$ cat src/rtl/wb_trace_fifo_if.sv
// Bundles the writeback-capture inputs and the trace drain port of wb_trace_fifo.
// slave = the FIFO itself; master = the core tap plus trace consumer.
interface wb_trace_fifo_if #(
    parameter int unsigned DEPTH  = 16,
    parameter int unsigned DROP_W = 8
);
    localparam int unsigned LW = $clog2(DEPTH) + 1;

    logic              wb_we;
    logic [4:0]        wb_reg;
    logic [31:0]       wb_data;
    logic              trace_valid;
    logic              trace_ready;
    logic [4:0]        trace_reg;
    logic [31:0]       trace_data;
    logic [15:0]       trace_time;
    logic [LW-1:0]     level;
    logic              overflow;
    logic [DROP_W-1:0] drop_count;

    modport slave (
        input  wb_we, wb_reg, wb_data, trace_ready,
        output trace_valid, trace_reg, trace_data, trace_time,
               level, overflow, drop_count
    );

    modport master (
        output wb_we, wb_reg, wb_data, trace_ready,
        input  trace_valid, trace_reg, trace_data, trace_time,
               level, overflow, drop_count
    );
endinterface

$ cat src/rtl/wb_trace_fifo.sv
// Writeback trace FIFO: captures non-$zero register writebacks, drains via valid/ready,
// drops and counts events on overflow. Define WB_TRACE_TIMESTAMP_EN to store cycle timestamps.
module wb_trace_fifo #(
    parameter int unsigned DEPTH  = 16,
    parameter int unsigned DROP_W = 8
) (
    input logic            clk,
    input logic            reset,
    wb_trace_fifo_if.slave bus
);
    localparam int unsigned AW = $clog2(DEPTH);
    localparam int unsigned LW = AW + 1;

    logic [AW-1:0]     wp_q, wp_d;
    logic [AW-1:0]     rp_q, rp_d;
    logic [LW-1:0]     level_q, level_d;
    logic              overflow_q, overflow_d;
    logic [DROP_W-1:0] drop_q, drop_d;

    logic capture, pop, full, push, drop;

    logic [4:0]  reg_mem  [DEPTH];
    logic [31:0] data_mem [DEPTH];

`ifdef WB_TRACE_TIMESTAMP_EN
    logic [15:0] ts_q, ts_d;
    logic [15:0] ts_mem [DEPTH];
`endif

    always_comb begin
        capture = bus.wb_we && (bus.wb_reg != 5'd0);
        pop     = (level_q != '0) && bus.trace_ready;
        full    = (level_q == LW'(DEPTH));
        // A pop in the same edge frees a slot, so a full FIFO still accepts.
        push    = capture && (!full || pop);
        drop    = capture && full && !pop;

        wp_d = push ? wp_q + AW'(1) : wp_q;
        rp_d = pop  ? rp_q + AW'(1) : rp_q;

        level_d = level_q;
        case ({push, pop})
            2'b10:   level_d = level_q + LW'(1);
            2'b01:   level_d = level_q - LW'(1);
            default: level_d = level_q;
        endcase

        overflow_d = overflow_q | drop;
        drop_d     = (drop && (drop_q != '1)) ? drop_q + DROP_W'(1) : drop_q;
`ifdef WB_TRACE_TIMESTAMP_EN
        ts_d = ts_q + 16'd1;
`endif
    end

    always_ff @(posedge clk or negedge reset) begin
        if (!reset) begin
            wp_q       <= '0;
            rp_q       <= '0;
            level_q    <= '0;
            overflow_q <= 1'b0;
            drop_q     <= '0;
`ifdef WB_TRACE_TIMESTAMP_EN
            ts_q       <= '0;
`endif
        end else begin
            wp_q       <= wp_d;
            rp_q       <= rp_d;
            level_q    <= level_d;
            overflow_q <= overflow_d;
            drop_q     <= drop_d;
`ifdef WB_TRACE_TIMESTAMP_EN
            ts_q       <= ts_d;
`endif
        end
    end

    // Storage is not reset; the level counter alone defines which entries are live.
    always_ff @(posedge clk) begin
        if (push) begin
            reg_mem[wp_q]  <= bus.wb_reg;
            data_mem[wp_q] <= bus.wb_data;
`ifdef WB_TRACE_TIMESTAMP_EN
            ts_mem[wp_q]   <= ts_q;
`endif
        end
    end

    assign bus.trace_valid = (level_q != '0);
    assign bus.trace_reg   = reg_mem[rp_q];
    assign bus.trace_data  = data_mem[rp_q];
`ifdef WB_TRACE_TIMESTAMP_EN
    assign bus.trace_time  = ts_mem[rp_q];
`else
    assign bus.trace_time  = 16'h0000;
`endif
    assign bus.level       = level_q;
    assign bus.overflow    = overflow_q;
    assign bus.drop_count  = drop_q;
endmodule

$ cat src/flat_wrapper.sv
// flat-port wrapper written by rule: the top's interface ports become plain ports
module wb_trace_fifo_flat 
#(
    parameter int unsigned DEPTH  = 16,
    parameter int unsigned DROP_W = 8
)
  (clk, reset, bus_wb_we, bus_wb_reg, bus_wb_data, bus_trace_ready, bus_trace_valid, bus_trace_reg, bus_trace_data, bus_trace_time, bus_level, bus_overflow, bus_drop_count);
  wb_trace_fifo_if #(.DEPTH(DEPTH), .DROP_W(DROP_W)) bus_i ();
  input logic clk;
  input logic reset;
  input wire logic [$bits(bus_i.wb_we)-1:0] bus_wb_we;
  input wire logic [$bits(bus_i.wb_reg)-1:0] bus_wb_reg;
  input wire logic [$bits(bus_i.wb_data)-1:0] bus_wb_data;
  input wire logic [$bits(bus_i.trace_ready)-1:0] bus_trace_ready;
  output wire logic [$bits(bus_i.trace_valid)-1:0] bus_trace_valid;
  output wire logic [$bits(bus_i.trace_reg)-1:0] bus_trace_reg;
  output wire logic [$bits(bus_i.trace_data)-1:0] bus_trace_data;
  output wire logic [$bits(bus_i.trace_time)-1:0] bus_trace_time;
  output wire logic [$bits(bus_i.level)-1:0] bus_level;
  output wire logic [$bits(bus_i.overflow)-1:0] bus_overflow;
  output wire logic [$bits(bus_i.drop_count)-1:0] bus_drop_count;
  assign bus_i.wb_we = bus_wb_we;
  assign bus_i.wb_reg = bus_wb_reg;
  assign bus_i.wb_data = bus_wb_data;
  assign bus_i.trace_ready = bus_trace_ready;
  assign bus_trace_valid = bus_i.trace_valid;
  assign bus_trace_reg = bus_i.trace_reg;
  assign bus_trace_data = bus_i.trace_data;
  assign bus_trace_time = bus_i.trace_time;
  assign bus_level = bus_i.level;
  assign bus_overflow = bus_i.overflow;
  assign bus_drop_count = bus_i.drop_count;
  wb_trace_fifo #(.DEPTH(DEPTH), .DROP_W(DROP_W)) u_core (.clk(clk), .reset(reset), .bus(bus_i));
endmodule
$ cat config.mk
export PLATFORM = sky130hd
export DESIGN_NAME = wb_trace_fifo_flat
export DESIGN_NICKNAME = d
export VERILOG_FILES = /design/src/rtl/wb_trace_fifo_if.sv /design/src/rtl/wb_trace_fifo.sv /design/src/flat_wrapper.sv
export SDC_FILE = /design/constraint.sdc
export NUM_CORES = 1
export LEC_CHECK = 0
export ABC_AREA = 1
export ABC_CLOCK_PERIOD_IN_PS = 3600
export CORE_MARGIN = 10
export CORE_UTILIZATION = 60
export CTS_CLUSTER_SIZE = 14
export DETAILED_ROUTE_END_ITERATION = 12
export HOLD_SLACK_MARGIN = 0.02
export PLACE_DENSITY_LB_ADDON = 0.2
export SYNTH_ARGS = -nofsm -noshare
export SYNTH_HDL_FRONTEND = slang
export SYNTH_SLANG_ARGS = --single-unit
$ cat constraint.sdc
create_clock -name clk -period 3.6 [get_ports clk]
set_clock_uncertainty 0.15 [all_clocks]
set_input_delay 0.72 -clock clk [delete_from_list [all_inputs] [get_ports clk]]
set_output_delay 0.72 -clock clk [all_outputs]
set_load 0.01 [all_outputs]
==> After elaboration in Yosys (flattened, before gate mapping) <==
Memories as Yosys holds them, arrays and structs flattened.
Index checks and enable logic that the tools add are counted.
{ "totals": {"register_bits": 22, "mem_count": 2, "ram_bits": 592, "out_inout_bits": 68, "word_cells": 32} }
{ "op_classes": {"eq_ne": 4, "n_addsub": 5, "bitwise_logic": 1, "n_reduce_logical": 12, "muxes": 3} }
{ "mem_list": {"columns": ["memory", "depth", "word_bits", "read_ports", "rd_ports_with_merged_regs", "write_ports", "line", "rtl"], "rows": [
  ["u_core.data_mem", 16, 32, 1, 0, 1, "wb_trace_fifo.sv:23", "logic [31:0] data_mem [DEPTH];"],
  ["u_core.reg_mem", 16, 5, 1, 0, 1, "wb_trace_fifo.sv:22", "logic [4:0] reg_mem [DEPTH];"]
]} }
{ "op_table": {"columns": ["operator", "n"], "rows": [
  ["one-hot mux 5 bit (2 select lines)", 1],
  ["nonzero test 5 bit", 2],
  ["adder 4 x 1 -> 4 bit (second input constant)", 2],
  ["adder 8 x 1 -> 8 bit (second input constant)", 1],
  ["inequality test 8 bit (second input constant)", 1],
  ["logical AND 1 bit", 6],
  ["adder 5 x 1 -> 5 bit (second input constant)", 1],
  ["equality test 5 bit (second input constant)", 1],
  ["subtractor 5 x 1 -> 5 bit (second input constant)", 1],
  ["equality test 2 x 1 -> 1 bit (second input constant)", 1],
  ["equality test 2 bit (second input constant)", 1],
  ["logical NOT 1 bit", 2],
  ["2-to-1 mux 1 bit", 2],
  ["nonzero test 2 bit", 1],
  ["logical OR 1 bit", 1],
  ["OR 1 bit", 1]
]} }

==> Depth between registers and ports, before layout <==
{ "logic_depth": {"ltp_word": 6, "depth_mapped": 15, "ltp_nobuf": 15} }

==> Least setup slack after synthesis <==
Ideal clock, no wire load.
{ "synth_path": {"path_type": "in2reg", "start": "input port bus_wb_reg[3]", "end": "memory u_core.data_mem[11][0], enable pin", "t_required_ns": 3.019, "slack_ns": 0.203, "path_stages": 6, "t_arrival_ns": 2.816, "path_cell_list": "nor2_1 > nand3_1 > nand3_1 > nor2_1 > inv_1 > nor2_1"} }
{ "synth_via": {"elab_chain_cells": 5} }
{ "synth_rtl": {"columns": ["item", "line", "rtl"], "rows": [
  ["from (decl)", "flat_wrapper.sv:12", "input wire logic [$bits(bus_i.wb_reg)-1:0] bus_wb_reg;"],
  ["nonzero test 5 bit", "wb_trace_fifo.sv:31", "capture = bus.wb_we && (bus.wb_reg != 5'd0);"],
  ["logical AND 1 bit", "wb_trace_fifo.sv:31", null],
  ["logical AND 1 bit", "wb_trace_fifo.sv:35", "push = capture && (!full || pop);"],
  ["2-to-1 mux 1 bit", "wb_trace_fifo.sv:79", "if (push) begin"],
  ["2-to-1 mux 1 bit (implied by the code)", "wb_trace_fifo.sv:81", "data_mem[wp_q] <= bus.wb_data;"],
  ["to (decl)", "wb_trace_fifo.sv:23", null]
]} }
No other way between the ends.

==> Worst setup path after layout <==
{ "layout_path": {"start": "register u_core.rp_q[1]", "end": "output port bus_trace_data[8]"} }
{ "layout_via": {"elab_chain_cells": 1} }
{ "layout_rtl": {"columns": ["item", "line", "rtl"], "rows": [
  ["from (decl)", "wb_trace_fifo.sv:15", "logic [AW-1:0] rp_q, rp_d;"],
  ["from (signal assigned)", "wb_trace_fifo.sv:67", "rp_q <= rp_d;"],
  ["memory read (16 x 32 bit)", null, null],
  ["to (decl)", "flat_wrapper.sv:17", "output wire logic [$bits(bus_i.trace_data)-1:0] bus_trace_data;"]
]} }
No other way between the ends.

==> flow_metrics.py <==
metrics = {
    "sta": {
        "tightestPinTransition_ps": 569.7,
        "timing.fmax_ghz": 0.2753,
        "grt_setup_unrepaired": "yes",
        "layout_min_cycle_time_ps": 3632,
        "finalHoldViolCount": 0,
        "slew_headroom_pct": 61.90,
        "final.period_utilization_pct": 100.9,
        "setup_viol": 2,
        "slew_viol_final": 0,
        "timing.hold.ws_ps": 314.6,
        "fin_tns_setup_ps": -55.41,
        "fin_ws_ps": -31.83,
    },
    "place": {
        "place_ws_ps": 421.8,
        "hpwl_microns": 30130,
        "port_buffers": 92,
        "place_inst": 2372,
        "globalplace.congestion": 0.7999,
    },
    "floorplan": {
        "io_pins": 109,
        "initial_core_util_pct": 61.15,
        "row_count": 73,
        "die_w_microns": 221.9,
        "coreArea_sq_um": 40010,
        "die-area_sq_um": 49250,
        "die_h_microns": 221.9,
    },
    "drt": {
        "dr.pass1.iters": 6,
        "drtIter0Drc": 1965,
        "ant_nets": 0,
        "vias": 15950,
        "wl_per_cell_microns": 25.51,
        "drc": 0,
        "avgViaCountPerCell": 6.363,
        "postRouteWirelength_microns": 63950,
    },
    "logic_synthesis": {
        "ys_ff_latch": 614,
        "ys_seq_area_share_pct": 74.92,
        "ys_top_cells_by_area": "edfxtp_1 73%, nor2_1 6.0%, o21ai_0 5.2%",
        "yosys_warnings": 0,
        "synth_cells": 1817,
        "async_reset_ff_share_pct": 3.583,
        "yosysUniqueCellTypes": 32,
        "synth_ff_type": "edfxtp_1",
        "avgSynthCellArea_sq_um": 13.46,
        "syn_area_sq_um": 24460,
        "synth_top_area_share_pct": 72.67,
        "synth-edff-count": 592,
        "yosysTopAreaCell": "edfxtp_1",
    },
    "clock_tree": {
        "htreeDepth": 2,
        "cts_sinks": 614,
        "path_clk_slew_ps": 60,
        "clk_latency_ps": 600,
        "cts_tree": "done",
        "cts_root_buf": "clkbuf_16",
        "cts_max_path_buffers": 3,
        "tritoncts.num_buffers": 58,
    },
    "worst_setup_path": {
        "crit_arrival_ps": 2760,
        "r2r_setup_slack_ps": 1030,
        "critical_path.cell_chain": "buf_4 -> buf_16 -> o21ai_0 -> o211ai_1 -> nand3_1 -> nand2_1 -> clkdlybuf4s50_1",
        "reg2reg_to": "u_core.bus.level[4]$_DFFE_PN0P_",
        "r2r_cells": 15,
        "rr_startpoint": "u_core.bus.level[0]$_DFFE_PN0P_",
        "crit_buf_inv": 3,
        "crit_family": "buffers and inverters",
        "worstPathRequired_ps": 2730,
        "critPathKind": "reg2out",
        "critPathMaxFanout": 18,
        "slowest_delay_ps": 570,
        "startpoint_type": "register",
        "crit_slowest_cell": "dfrtp_4",
        "worstSetupEndpointType": "output pin",
        "path_depth": 7,
    },
    "global_routing": {
        "gr-max-usage-layer": "met2",
        "grt_pass1_wl_microns": 94520,
        "antenna_found_initial": 2,
        "grt_max_degree": 76,
        "grt_use_met3_pct": 4.706,
        "grt_pass1_vias": 15590,
        "grtUsageTotal_pct": 24.75,
        "grt_overflow": 0,
        "grt_use_met1_pct": 32.68,
        "use_met2_pct": 41.34,
    },
    "flow_run": {
        "cap_violations": 0,
    },
    "power": {
        "power_density_nw_per_um2": 829.5,
        "vdd_ir_drop_max_v": 0.0005055,
        "p_leak_nw": 9.695,
        "power.total_w": 0.02386,
    },
    "cells_and_area": {
        "drive_gt1_share_pct": 10.35,
        "finalNonFillerCells": 2507,
        "area_growth_pct": 17.57,
        "nNetsFinal": 1988,
        "fillers": 2607,
    },
    "run_status": {
        "status": "complete, but fails checks",
        "violations": "setup timing",
    },
    "worst_hold_path": {
        "worstHoldPathType": "in2async",
    },
}
==> worst max-delay path by stage <==
stage	slack, ps	to	from
finish	-30	bus_trace_data[8]	u_core.rp_q[1]$_DFFE_PN0P_
global route	-120	bus_trace_data[17]	u_core.rp_q[1]$_DFFE_PN0P_
CTS	-40	bus_trace_data[2]	u_core.rp_q[0]$_DFFE_PN0P_
detailed placement	420	bus_trace_data[8]	u_core.rp_q[1]$_DFFE_PN0P_
global placement	480	bus_trace_data[16]	u_core.rp_q[1]$_DFFE_PN0P_
floorplan	200	u_core.data_mem[11][0]$_DFFE_PP_	bus_wb_reg[3]
==> placed cells by master (no fill, tap or decap), types with 16 or more instances in the layout <==
master / instances
edfxtp_1: 592
nor2_1: 378
o21ai_0: 250
nand3_1: 91
o211ai_1: 78
nand2_1: 74
o221ai_1: 70
clkdlybuf4s50_1: 67
clkbuf_16: 66
o21ai_1: 47
buf_4: 34
buf_12: 21
buf_16: 20
dfrtp_1: 18
nor2_4: 17
dlymetal6s2s_1: 17
conb_1: 16
==> flip-flops by register name, summed over array words and instances (netlist names) <==
| signal | count |
|---|---|
| u_core.bus.drop_count | 8 |
| u_core.bus.level | 5 |
| u_core.data_mem | 512 |
| u_core.reg_mem | 80 |
| u_core.rp_q | 4 |
| u_core.wp_q | 4 |
| u_core.bus.overflow | 1 |
==> synthesized netlist by cell type (5+ instances only) <==
cell type,count
clkbuf_1,52
o221ai_1,70
xor2_1,12
inv_1,15
nand2_1,74
ha_1,9
o211ai_1,78
nor2_1,394
buf_6,8
buf_4,33
nor2_2,6
buf_2,32
nand3_1,91
edfxtp_1,592
o21ai_1,42
dfrtp_1,22
buf_1,5
o21ai_0,256
==> worst reg2reg max path, delay by kind of cell, from the launching register on <==
kind,cells,cell delay (ps)
adders and majority gates,1,340
buffers and inverters,3,310
and+or+nand+nor,10,1040
DFF,1,470
AOI/OAI and AO/OA,1,160
==> routing by layer <==
layer	share of wire [%]	wire, microns	vias up
met1	39	24850	7973
met5	0.020	13	-
met2	49	31550	888
met4	2.3	1459	2
met3	9.5	6073	101
li1	-	-	6989
==> per-stage QoR <==
stage,instance area [sq um],util [%]
2_1_floorplan,24520,-
3_3_place_gp,26280,65.70
3_5_place_dp,26280,65.70
4_1_cts,28410,71.01
5_1_grt,28760,71.89
6_report,28760,71.89
==> kinds of logic after synthesis <==
logic type | after synthesis | synth area share [%]
flip-flops | 614 | 74.92
XOR/XNOR | 16 | 0.5728
AO/OA/AOI/OAI | 449 | 11.07
other | 1 | 0.01533
adder cells (fa/ha/maj) | 10 | 0.5422
buffers and inverters | 155 | 3.463
AND/OR/NAND/NOR | 572 | 9.411
==> repair_timing <==
item,4_1_cts,5_1_grt
pin swaps,1,6
buffers inserted,6,7
endpoints found under the hold margin,0,0
resized for setup,27,38
hold buffers,0,0
gates cloned,10,7
endpoints found under the setup margin,37,29
==> power by group <==
part | total (W) | leakage (nW) | switching, W | internal, W
clock | 0.00572 | 0.865 | 0.00253 | 0.00320
combinational | 0.00931 | 3.22 | 0.00581 | 0.00349
sequential | 0.00882 | 5.61 | 0.000265 | 0.00856
==> layout make-up <==
| class | count | area, sq um | share of cell area [%] |
|---|---|---|---|
| Antenna cell | 1 | 2.502 | 0.008701 |
| Clock buffer | 72 | 1525 | 5.303 |
| Clock inverter | 32 | 229.0 | 0.7961 |
| Inverter | 18 | 106.4 | 0.3698 |
| Multi-Input combinational cell | 1063 | 5468 | 19.01 |
| Sequential cell | 614 | 18340 | 63.76 |
| Tap cell | 525 | 656.9 | 2.284 |
| Timing Repair Buffer | 179 | 2409 | 8.375 |
| Timing Repair inverter | 3 | 26.28 | 0.09136 |
No activity file was read; power rests on OpenSTA's default activity.
==> RTL edit 1, RTL diff (config.mk and constraints unchanged) <==
Take the reset off `wp_q` and `rp_q` and load them in a clocked block of their own.
--- a/src/rtl/wb_trace_fifo.sv
+++ b/src/rtl/wb_trace_fifo.sv
@@ -56,4 +56,2 @@
         if (!reset) begin
-            wp_q       <= '0;
-            rp_q       <= '0;
             level_q    <= '0;
@@ -65,4 +63,2 @@
         end else begin
-            wp_q       <= wp_d;
-            rp_q       <= rp_d;
             level_q    <= level_d;
@@ -74,2 +70,7 @@
         end
+    end
+
+    always_ff @(posedge clk) begin
+        wp_q <= wp_d;
+        rp_q <= rp_d;
     end
Formal check against the unedited RTL: not equivalent (Yosys sat finds a counterexample within 4 cycles, from zero or initial values and one cycle with reset low).
==> RTL edit 1 against the unedited design <==
Setup slack better by 0.10 ns; synthesized cell count is 4.5% higher; first-iteration DRC count is 16% higher; wire length is 5.1% lower; utilization is 0.40 points lower; sequential cell count is 4 higher; synthesized area is 1.0% higher; count of clock-buffer cells in the layout is 3 lower; design area is 1.3% higher.
Power is not compared: it rests on default switching activity, and its combinational part moved more than twofold at a synthesized area within 25%.
==> RTL edit 1: results (changes against the unedited design) <==
- Area contributors post-synth: edfxtp_1 73%, nor2_1 6.8%, o21ai_0 5.7%, o211ai_1 4.5%, dfrtp_1 1.4%
- Total GRT Usage: 23.60% (-1.2 points)
- TNS Setup: 0 ns (+0.05541 ns)
- Crit path DAT: 2.66 ns (-0.10 ns)
- Commonest cells in the netlist: 600 x edfxtp_1, 451 x nor2_1, 280 x o21ai_0
- Multi-input gates: 1127 (+6.0%)
- # clk buffers: 69 (-4.2%)
- Status: finished clean
- Critical path's largest stage delay: 0.55 ns (-0.02 ns)
- DRT Wirelength: 60660 um (-5.1%)
- Number of non-clock inverters in the layout: 34 (+62%)
- Area of the multi-input gates: 5593 um^2 (+2.3%)
- Post-synth EDFFs: 600 (+1.4%)
- Synth Area in Compound Gates: 11.64% (+0.57 points)
- Clock network area share: 6.749% (+0.65 points)
- Number of DRC markers in iteration 0: 2274 (+16%)
- DP HPWL: 33070 um (+9.8%)
- Final-stage net count: 2071 (+4.2%)
- Share of layout cells above drive strength 1: 9.908% (-0.44 points)
- Non-clock buffer share: 7.767% (-0.61 points)
- Post-Synth XOR/XNOR Area: 0.5316% (-0.041 points)
- Dpl ws: 0.2626 ns (-0.1591 ns)
- First-pass GRT wire length: 91710 um (-3.0%)
- Slew @ Worst Pin: 0.7500 ns (+0.1803 ns)
- Async SR Flop Fraction: 2.265% (-1.3 points)
## RTL edit 1: cell types whose count changed in the layout (fill, tap and decap cells not counted), moves of 16 or more
cell | before | now
o221ai_1 | 70 | 0
o211ai_1 | 78 | 148
nand3_1 | 91 | 44
nor2_1 | 378 | 435
buf_12 | 21 | 37
o21ai_0 | 250 | 279
## RTL edit 1: stage by stage
| stage | area [um^2] | utilization, % | instances |
|---|---|---|---|
| global route | 29130 | 71.49 | 2601 |
| global placement | 26840 | 65.88 | 2476 |
| finish | 29130 | 71.49 | 2601 |
| detailed placement | 26840 | 65.88 | 2476 |
| CTS | 28950 | 71.07 | 2592 |
| floorplan | 24770 | - | 1913 |
## RTL edit 1: final timing paths
check,end,slack (ns)
worst min-delay path,u_core.bus.overflow,0.32
min in group asynchronous,u_core.bus.level[4],0.36
worst min register to register,u_core.bus.overflow,0.32
worst max-delay path,bus_trace_data[25],0.07
max in group asynchronous,u_core.bus.level[3],2.53
worst max register to register,u_core.bus.level[4],0.97
## RTL edit 1: metal layers
metal  global-route usage, %  share of wire [%]
met1                   33.05                 42
met2                   37.41                 48
met5                       0                  0
met4                   7.323                2.1
met3                   3.831                8.2
## RTL edit 1: report_power, final
part	internal, uW	switching (uW)
combinational	1710	2800
clock	3680	2600
sequential	8230	174
## RTL edit 1: kinds of logic (layout without fill, tap and decap cells)
kind of cell	Yosys count	in the layout
xor+xnor	15	15
buf+inv	168	324
fa+ha+maj	10	10
simple gates	585	585
compound gates	501	501
flops	618	618
other cells	1	16
## RTL edit 1: timing repair
action,in CTS,in global routing
cloned,3,3
setup buffers,3,6
setup endpoints to repair,37,29
resized for setup,17,22
pin swaps,2,5
==> RTL edit 2, RTL diff (same flow settings) <==
Without the edit above. `DROP_W` is set to 8 in 3 places; all go to 12.
--- a/src/rtl/wb_trace_fifo_if.sv
+++ b/src/rtl/wb_trace_fifo_if.sv
@@ -4,3 +4,3 @@
     parameter int unsigned DEPTH  = 16,
-    parameter int unsigned DROP_W = 8
+    parameter int unsigned DROP_W = 12
 );
--- a/src/rtl/wb_trace_fifo.sv
+++ b/src/rtl/wb_trace_fifo.sv
@@ -4,3 +4,3 @@
     parameter int unsigned DEPTH  = 16,
-    parameter int unsigned DROP_W = 8
+    parameter int unsigned DROP_W = 12
 ) (
--- a/src/flat_wrapper.sv
+++ b/src/flat_wrapper.sv
@@ -4,3 +4,3 @@
     parameter int unsigned DEPTH  = 16,
-    parameter int unsigned DROP_W = 8
+    parameter int unsigned DROP_W = 12
 )
Ports: changed (resized bus_drop_count); port bits go from 109 to 113. The function was not compared with the original's and may differ.
==> RTL edit 2 against the unedited design <==
The flow still finishes with violations (setup timing); die area increased by 1.1%; design area increased by 1.6%; setup slack improved by 0.014 ns; synthesized area increased by 1.2%; critical path depth increased by 3; cell count increased by 2.5%; sequential share of layout area decreased by 0.66 points; power increased by 1.1%; sequential cell count increased by 4; utilization decreased by 0.32 points; wire length decreased by 1.6%; critical path type unchanged; largest cell class unchanged; largest power group unchanged.
==> RTL edit 2: results (changes against the unedited design) <==
- Status: finished with violations
- Failing checks: setup timing
- Final setup fails: 1 (-1)
- Initial antenna violation count: 0 (-2)
- DR WL/cell: 24.49 um (-4.0%)
- Unique masters post-synth: 34 (+6.3%)
- Post-DP Area: 26710 um^2 (+1.6%)
- Fin cells: 2569 (+2.5%)
- Vias in the first global route: 16170 (+3.7%)
- Worst vdd ir: 507.3 uV (+0.36%)
- Final Wtd Congestion: 0.8184 (+2.3%)
- Filler instances: 2619 (+0.46%)
- Diode count: 0 (-1)
- GR met3 Demand/Resource: 4.367% (-0.34 points)
- CP startpoint: u_core.rp_q[0]
- Area contributors post-synth: edfxtp_1 72%, nor2_1 5.9%, o21ai_0 5.2%, o221ai_1 2.8%, dfrtp_1 2.6%
- Pleak: 0.009914 uW (+2.3%)
- Synth Area in Compound Gates: 11.01% (-0.064 points)
- Worst R2R Setup Slack: 1.17 ns (+0.14 ns)
- Async SR Flop Fraction: 4.207% (+0.62 points)
- Fin worst setup slack: -0.01787 ns (+0.01396 ns)
- Final worst hold slack: 0.3350 ns (+0.02043 ns)
- Post-Syn Area per Cell: 13.29 um^2 (-1.3%)
- Critical Path End: bus_trace_data[20]
- Adder-Cell Fraction of Synth Area: 0.5356% (-0.0066 points)
- Post-Synth XOR/XNOR Area: 0.5659% (-0.0070 points)
- Final-stage net count: 2037 (+2.5%)
- Routing usage on met1: 32.50% (-0.18 points)
- Commonest cells in the netlist: 592 x edfxtp_1, 391 x nor2_1, 259 x o21ai_0
- Slew @ Worst Pin: 0.9149 ns (+0.3452 ns)
- Total GRT Usage: 24.35% (-0.41 points)
- First-pass DRT Iterations: 7 (+1)
- Post-synthesis sequential area ratio: 74.41% (-0.51 points)
- DP HPWL: 31500 um (+4.6%)
RTL edit 2: cell types whose count changed after synthesis, sizes merged, moves of 3 or more:
cell	before	now
buf	81	87
clkbuf	56	51
dfrtp	22	26
inv	18	29
nand2	75	93
nand3	92	97
nand4	3	6
nor2	401	393
nor3	0	8
o211ai	78	69
o221ai	70	79
RTL edit 2: metrics by stage:
| stage | util, % | TNS (ns) | setup WS (ns) | total power, uW |
|---|---|---|---|---|
| floorplan | - | 0 | 0.2062 | 13910 |
| global placement | 65.41 | 0 | 0.3199 | 17120 |
| detailed placement | 65.41 | 0 | 0.2850 | 17310 |
| CTS | 71.04 | -0.6684 | -0.09773 | 23970 |
| global route | 71.57 | -0.1934 | -0.1494 | 25260 |
| finish | 71.57 | -0.01787 | -0.01787 | 24110 |
RTL edit 2: layout make-up:
type | count | area share [%]
Clock buffer | 71 | 5.425
Clock inverter | 43 | 1.276
Inverter | 29 | 0.5052
Multi-Input combinational cell | 1093 | 19.28
Sequential cell | 618 | 63.10
Tap cell | 532 | 2.278
Timing Repair Buffer | 180 | 8.032
Timing Repair inverter | 3 | 0.09848
RTL edit 2: what timing repair did:
| item | 4_1_cts | 5_1_grt |
|---|---|---|
| pin swaps | 0 | 3 |
| cloned | 7 | 5 |
| setup endpoints to repair | 37 | 22 |
| setup buffers | 11 | 1 |
| gates resized for setup | 34 | 32 |
RTL edit 2: cells by family (layout without fill, tap and decap cells):
| kind of cell | count (synthesis) | count (layout) |
|---|---|---|
| AO/OA/AOI/OAI | 451 | 451 |
| XOR/XNOR | 16 | 16 |
| AND/OR/NAND/NOR | 600 | 600 |
| flip-flops | 618 | 618 |
| adder cells (fa/ha/maj) | 10 | 10 |
| other | 1 | 16 |
| buffers and inverters | 167 | 326 |
RTL edit 2: critical path, delay by kind of cell, from the launching register on:
kind,cells,cell delay (ns)
buffers and inverters,4,1.05
flip-flops,1,0.49
AND/OR/NAND/NOR,4,0.39
AO/OA/AOI/OAI,2,0.19
RTL edit 2: worst min-delay path by stage:
stage	start	endpoint	depth (start not counted)
after floorplan	reset	u_core.bus.drop_count[0]	0
after global placement	u_core.bus.overflow	u_core.bus.overflow	1
after detailed placement	u_core.bus.overflow	u_core.bus.overflow	1
after CTS	u_core.bus.overflow	u_core.bus.overflow	1
after global routing	u_core.bus.overflow	u_core.bus.overflow	1
final	u_core.bus.overflow	u_core.bus.overflow	1
RTL edit 2: report_power, final:
| group | total [uW] | switching [uW] | internal [uW] |
|---|---|---|---|
| Combinational | 9000 | 5690 | 3310 |
| Sequential | 8920 | 298 | 8620 |
| Clock | 6200 | 2680 | 3510 |
RTL edit 2: metal layers:
metal,routed length [um],share of wire (%),up-vias
li1,-,-,7160
met1,24840,39,8060
met2,31000,49,891
met3,5674,9.0,104
met4,1391,2.2,0
met5,0,0,-
